$ cat src/rtl/stream_pkg.sv
// Shared definitions for the stream mux/demux family: lock FSM states and tag width helper.
package stream_pkg;

    typedef enum logic {
        ARB    = 1'b0,
        LOCKED = 1'b1
    } lock_state_e;

    // Width of a channel index tag; never narrower than one bit.
    function automatic int unsigned id_width(input int unsigned n);
        return (n < 2) ? 1 : $clog2(n);
    endfunction

endpackage

$ cat src/rtl/rr_arbiter.sv
// Round-robin arbiter: search starts one past the last accepted channel; hold pins the grant to it.
module rr_arbiter
    import stream_pkg::*;
#(
    parameter  int unsigned NUM_CH = 2,
    localparam int unsigned ID_W   = id_width(NUM_CH)
) (
    input  logic              clk,
    input  logic              rst_n,
    input  logic [NUM_CH-1:0] req,
    input  logic              advance,
    input  logic              hold,
    output logic [NUM_CH-1:0] grant_c,
    output logic [ID_W-1:0]   grant_idx_c
);

    logic [ID_W-1:0] ptr_q;
    logic            found;
    int unsigned     cand;

    // Pointer holds the last accepted channel; reset value gives channel 0 first priority.
    always_ff @(posedge clk or negedge rst_n) begin
        if (!rst_n) begin
            ptr_q <= ID_W'(NUM_CH - 1);
        end else if (advance) begin
            ptr_q <= grant_idx_c;
        end
    end

    always_comb begin
        grant_c     = '0;
        grant_idx_c = '0;
        found       = 1'b0;
        cand        = 0;
        if (hold) begin
            if (req[ptr_q]) begin
                grant_c[ptr_q] = 1'b1;
                grant_idx_c    = ptr_q;
            end
        end else begin
            for (int unsigned k = 1; k <= NUM_CH; k++) begin
                cand = (32'(ptr_q) + k) % NUM_CH;
                if (!found && req[ID_W'(cand)]) begin
                    found                 = 1'b1;
                    grant_c[ID_W'(cand)] = 1'b1;
                    grant_idx_c           = ID_W'(cand);
                end
            end
        end
    end

endmodule

$ cat src/rtl/stream_mux_rr.sv
// N-to-1 round-robin stream mux with a registered, channel-tagged output slot.
// Define STREAM_MUX_PKT_LOCK_EN to add in_last/out_last and hold the grant for a whole packet.
module stream_mux_rr
    import stream_pkg::*;
#(
    parameter  int unsigned NUM_CH = 2,
    parameter  int unsigned DATA_W = 8,
    localparam int unsigned ID_W   = id_width(NUM_CH)
) (
    input  logic                     clk,
    input  logic                     rst_n,
    input  logic [NUM_CH-1:0]        in_valid,
    input  logic [NUM_CH*DATA_W-1:0] in_data,
    output logic [NUM_CH-1:0]        in_ready,
    output logic                     out_valid,
    output logic [DATA_W-1:0]        out_data,
    output logic [ID_W-1:0]          out_sel,
`ifdef STREAM_MUX_PKT_LOCK_EN
    input  logic [NUM_CH-1:0]        in_last,
    output logic                     out_last,
`endif
    input  logic                     out_ready
);

    logic              run_q;
    logic              slot_free;
    logic              accept;
    logic              hold;
    logic [NUM_CH-1:0] grant;
    logic [ID_W-1:0]   grant_idx;
    logic [DATA_W-1:0] sel_data;

    rr_arbiter #(.NUM_CH(NUM_CH)) u_arb (
        .clk         (clk),
        .rst_n       (rst_n),
        .req         (in_valid),
        .advance     (accept),
        .hold        (hold),
        .grant_c     (grant),
        .grant_idx_c (grant_idx)
    );

    // run_q keeps every in_ready low while reset is asserted and until the first edge after it.
    assign slot_free = run_q && (!out_valid || out_ready);
    assign accept    = slot_free && (|grant);
    assign in_ready  = {NUM_CH{slot_free}} & grant;

    always_comb begin
        sel_data = '0;
        for (int i = 0; i < int'(NUM_CH); i++) begin
            if (grant[i]) begin
                sel_data = in_data[i*DATA_W +: DATA_W];
            end
        end
    end

    // Single output register: reloads whenever the slot drains or is empty.
    always_ff @(posedge clk or negedge rst_n) begin
        if (!rst_n) begin
            run_q     <= 1'b0;
            out_valid <= 1'b0;
            out_data  <= '0;
            out_sel   <= '0;
        end else begin
            run_q <= 1'b1;
            if (slot_free) begin
                out_valid <= accept;
                if (accept) begin
                    out_data <= sel_data;
                    out_sel  <= grant_idx;
                end
            end
        end
    end

`ifdef STREAM_MUX_PKT_LOCK_EN
    lock_state_e state_q;
    logic        sel_last;

    assign sel_last = in_last[grant_idx];
    assign hold     = (state_q == LOCKED);

    // Lock FSM: a non-last word opens a packet, the last word releases the arbiter.
    always_ff @(posedge clk or negedge rst_n) begin
        if (!rst_n) begin
            state_q  <= ARB;
            out_last <= 1'b0;
        end else if (accept) begin
            out_last <= sel_last;
            case (state_q)
                ARB:     if (!sel_last) state_q <= LOCKED;
                LOCKED:  if (sel_last)  state_q <= ARB;
                default: state_q <= ARB;
            endcase
        end
    end
`else
    assign hold = 1'b0;
`endif

endmodule

$ cat config.mk
export PLATFORM = sky130hd
export DESIGN_NAME = stream_mux_rr
export DESIGN_NICKNAME = d
export VERILOG_FILES = /design/src/rtl/stream_pkg.sv /design/src/rtl/rr_arbiter.sv /design/src/rtl/stream_mux_rr.sv
export SDC_FILE = /design/constraint.sdc
export NUM_CORES = 1
export LEC_CHECK = 0
export CORE_MARGIN = 3
export CORE_UTILIZATION = 40
export DETAILED_ROUTE_END_ITERATION = 10
export PLACE_DENSITY = 0.83
export SLEW_MARGIN = 20
export SYNTH_ARGS = -nofsm -noshare
export SYNTH_HDL_FRONTEND = slang
export SYNTH_HIERARCHICAL = 1
export SYNTH_SLANG_ARGS = --single-unit
$ cat constraint.sdc
create_clock -name clk -period 2.3 [get_ports clk]
set_input_delay 0.46 -clock clk [delete_from_list [all_inputs] [get_ports clk]]
set_output_delay 0.46 -clock clk [all_outputs]
set_load 0.1 [all_outputs]
# Word level (Yosys, flattened, before mapping)

Index checks and enable logic that the tools add are counted.

Add/sub/neg operators: 2
Magnitude comparators: 4
Mux-type cells: 15
Bitwise gates (word level): 2
Reductions and logical operators: 10

Operator list:

| cell                  | count |
|---|---|
| $mux W8               | 2 |
| $mux W1               | 9 |
| $logic_and A1 B1 Y1   | 5 |
| $lt A1 B2 Y1 const B  | 2 |
| $mux W2               | 2 |
| $add A1 B1 Y1 const B | 2 |
| $and A2 B2 Y2         | 1 |
| $demux W1 S1          | 2 |
| $ge A1 B1 Y1 const B  | 2 |
| $logic_not A1 Y1      | 2 |
| $or A2 B2 Y2          | 1 |
| $reduce_and A2 Y1     | 1 |
| $reduce_or A2 Y1      | 1 |
| $logic_or A1 B1 Y1    | 1 |

Output and inout bits: 12
Word-level logic and storage cells: 38
Bits of input ports: 21
Bits in registers: 12

# Depth between registers and ports, before layout

Word-level depth: 11
Mapped depth: 8
Gate-level depth less buffers: 7

# Hierarchy

The synthesis kept the hierarchy.

By module, submodules not included:

| module        | area each (sq um) | sequential area each (sq um) | times used | cells an instance |
|---|---|---|---|---|
| stream_mux_rr | 611.8             | 275.3                        | 1          | 54 |
| rr_arbiter    | 106.4             | 26.3                         | 1          | 12 |

# Worst setup path before layout

Ideal clock, no wire load.

Path kind: register to output
From: reg out_valid
To: out in_ready[0]
Path buffers: 1
Setup slack: -167 ps
Data required time: 1,840 ps
Data arrival time: 2,007 ps
Stages on the path, launching flop included: 4
Cells stage by stage: dfrtp_1 nand2b_1 buf_2 and3_1

Cells in the longest elaborated chain, start to end: 4

Ends and longest elaborated chain:

| element                | RTL line            | source |
|---|---|---|
| start, declared        | stream_mux_rr.sv:15 | `output logic out_valid,` |
| start signal, assigned | stream_mux_rr.sv:67 | `out_valid <= accept;` |
| $logic_not A1 Y1       | stream_mux_rr.sv:44 | `assign slot_free = run_q && (!out_valid \|\| out_ready);` |
| $logic_or A1 B1 Y1     | stream_mux_rr.sv:44 |  |
| $logic_and A1 B1 Y1    | stream_mux_rr.sv:44 |  |
| $and A2 B2 Y2          | stream_mux_rr.sv:46 | `assign in_ready = {NUM_CH{slot_free}} & grant;` |
| end, declared          | stream_mux_rr.sv:14 | `output logic [NUM_CH-1:0] in_ready,` |

No other way between the ends.

# Final worst setup path

From: in in_valid[0]
To: out in_ready[1]

Cells in the longest elaborated chain, start to end: 7
Elaborated cells between the ends (all ways): 11
Classes of those cells: mux: 7; bitwise: 2; reduce/logical: 2

Ends and longest elaborated chain:

| element                                     | RTL line            | source |
|---|---|---|
| start, declared                             | stream_mux_rr.sv:12 | `input logic [NUM_CH-1:0] in_valid,` |
| $mux W1 (not written as such) (2 in series) | rr_arbiter.sv:43    | `if (!found && req[ID_W'(cand)]) begin` |
| $mux W1                                     | rr_arbiter.sv:43    |  |
| $logic_not A1 Y1                            | rr_arbiter.sv:43    |  |
| $logic_and A1 B1 Y1                         | rr_arbiter.sv:43    |  |
| $mux W2 (*)                                 | rr_arbiter.sv:43    |  |
| named net grant[1]                          | stream_mux_rr.sv:29 | `logic [NUM_CH-1:0] grant;` |
| $and A2 B2 Y2 (*)                           | stream_mux_rr.sv:46 |  |

Mark *: on every way through the listed nets, which the timed path passes. The rest lies on a longest branch. The select of a mux whose other input is x is not followed.

==> summary.md <==
| Metric | Value |
|---|---|
| Vias per cell | approximately 5.4 |
| Worst hold slack | 0.5183 ns |
| Starting Density | 0.4505 |
| Initial DRC count | 17 |
| Die W | 48.38 µm |
| Number of antenna violations at the first check in global routing | 0 |
| Vias | 724 |
| Total Power Consumption | 1749 µW |
| Worst slew pin tran | around 0.57 ns |
| N_diodes | 0 |
| Minimum clock period after layout | 2.235 ns |
| Netlist Area Pre-Place | 718.2 µm² |
| Clock Root Buffer | clkbuf_4 |
| Achievable Freq | 447.4 MHz |
| Dpl hpwl | 1505 µm |
| Power per cell area | 1536 nW/µm² |
| RSZ-0062 raised after global routing | false |
| Max Cap Viol | 0 |
| Largest net degree at the start of global routing | 15 |
| GRT Total Usage | 0.1847 |
| Crit Path Category | in2out |
| Clock Path Buffers | 2 |
| Final wirelength | approximately 2100 µm |
| Number of remaining DRC errors | 0 |
| Synth cell types | 25 |
| First-pass GRT wire length | 3339 µm |
| Slew headroom | 0.6204 |
| Site row count | 14 |
| Synth Register Bits | 12 |
| Clock transition at the registers of the reported paths | 0.08 ns |
| Crit share post-route | 0.9719 |
| Area of the multi-input gates | 399.1 µm² |
| Total negative slack | 0 ns |
| Worst setup EP type | output port |
| DRT antenna net count | 0 |
| Max-slew violation count | 0 |
| Worst Path Required | 1.84 ns |
| Worst-path fanout max | 8 |
| Core area | 1594 µm² |
| Gate Count Post-Synth | 66 |
| HP Class | reg2reg |
| WL/cell | 15.41 µm |
| Share of cells above drive strength 1 | 0.2752 |
| Post-Layout Cell Count | 133 |
| Max rail drop VDD | 0.001161 V |
| Dpl cells | 129 |
| I/O Buffers | 32 |
| Seq/Total Area, Yosys | 0.4199 |
| Fill count | between 100 and 150 |
| H-tree depth | 1 |
| CTS tree | done |
| First-pass DRT Iterations | 4 |
| Syn avg cell area | 10.88 µm² |
| Placer Congestion | 0.7728 |
| Remaining Overflow, GRT | 0 |
| Area growth, synth to finish | 58.54% |
| IO Pins | 33 |
| Top cells by area, synth | dfrtp_1 (38%), a221o_1 (11%), a41o_1 (9.8%) |
| Critical Path Start Type | input port |
| Fin util | 0.7143 |
| Status | complete, no violations |
| Register area | 301.5 µm² |
| Clock sinks | 12 |
| Yosys top cell area share | 0.3833 |
| Number of CTS-inserted buffers | 3 |
| Clk_skew | between 0.003 and 0.004 ns |
| Leading area contributor after synthesis | dfrtp_1 |
| Endpoints failing setup | 0 |
| Hold Violations, Final | 0 |
| Vias in the first global route | 750 |
| Die height | 48.38 µm |
| Die footprint | 2340 µm² |
| Static Leak | 0.0005358 µW |
| Worst-Skew Late Latency | 0.28 ns |
| Post-layout net count | 131 |
| Yosys warning total | 6 |
| Critical Path AT | 1.78 ns |
## worst max-delay path, cell delays in order
cell and delay [ns]:
clkdlybuf4s50_1 0.50, nand2_1 0.10, o211a_2 0.32, and3_2 0.23, buf_12 0.17
## cells in the mapped netlist
cell	instances
dfrtp_1	11
a221o_1	8
a41o_1	7
nor3b_1	7
buf_2	3
nand2b_1	3
nor2_1	3
o211a_1	3
buf_6	2
conb_1	2
nand2_1	2
nor2b_1	2
a21bo_2	1
a21oi_1	1
a31oi_1	1
a32o_1	1
and3_1	1
and3_2	1
and3b_1	1
clkbuf_1	1
dfstp_2	1
inv_1	1
mux2_2	1
nand3b_1	1
nand4b_1	1
## per-layer routing
metal	share of wire	track usage	vias up	routed length [µm]
met4	0.017	0.08531	0	34
met3	0.053	0.05215	6	108
met5	0	0	-	0
met2	0.50	0.3211	24	1030
met1	0.43	0.2089	355	876
li1	-	-	339	-
## cell type report
class                   count  area share
well taps                  24     0.02637
clock buffers               4     0.03187
multi-input cells          53      0.3506
inverters                   1    0.003297
repair buffers             39      0.3231
flip-flops and latches     12      0.2648
## flip-flops by register name (all words and copies together) (netlist names)
name / flops
out_data: 8
run_q: 1
u_arb/ptr_q: 1
out_valid: 1
out_sel: 1
## final timing paths
path	cells past startpoint	start	end	slack, ns
hold / removal	1	out_sel	out_sel	0.52
max in group asynchronous	1	rst_n	out_data[3]	1.39
hold reg to reg	1	out_sel	out_sel	0.52
min in group asynchronous	1	rst_n	out_data[0]	0.53
setup / recovery	5	in_valid[0]	in_ready[1]	0.06
setup reg to reg	7	u_arb/ptr_q	u_arb/ptr_q	0.45
## stage by stage
step	instance area, µm²	worst slack [ns]
2_1_floorplan	742.0	0.1153
3_3_place_gp	1099	-0.03189
3_5_place_dp	1099	-0.06219
4_1_cts	1135	0.002368
5_1_grt	1139	0.004676
6_report	1139	0.06465
## power by group
part,switching (µW),total [µW],internal [µW]
Sequential,80.6,392,311
Combinational,834,1180,347
Clock,79.3,176,96.5
Total,994,1750,755
## what timing repair did
item,4_1_cts,5_1_grt
setup buffers,0,0
endpoints found under the setup margin,0,2
hold buffers,0,0
resized for setup,0,2
## placed cells by master, fill, tap and decap left out, drive strengths merged
cell and instances:
dfrtp 11, dfstp 1, conb 8, o211a 3
mux2 1, a21oi 1, nand2b 3, nor3b 7
nor2b 2, nand4b 1, and3b 1, a31oi 1
buf 19, a41o 7, nor2 3, clkdlybuf4s50 20
and3 2, a221o 8, inv 1, a32o 1
nand2 2, a21bo 1, nand3b 1, clkbuf 4
## kinds of logic (layout without fill, tap and decap cells)
family | count (synthesis) | in the layout | synth area share
other | 2 | 8 | 0.01046
DFF | 12 | 12 | 0.4199
muxes | 1 | 1 | 0.01568
buffers and inverters | 7 | 44 | 0.06270
and+or+nand+nor | 22 | 22 | 0.1969
AOI/OAI and AO/OA | 22 | 22 | 0.2944
Power figures use the tool's default switching activity.
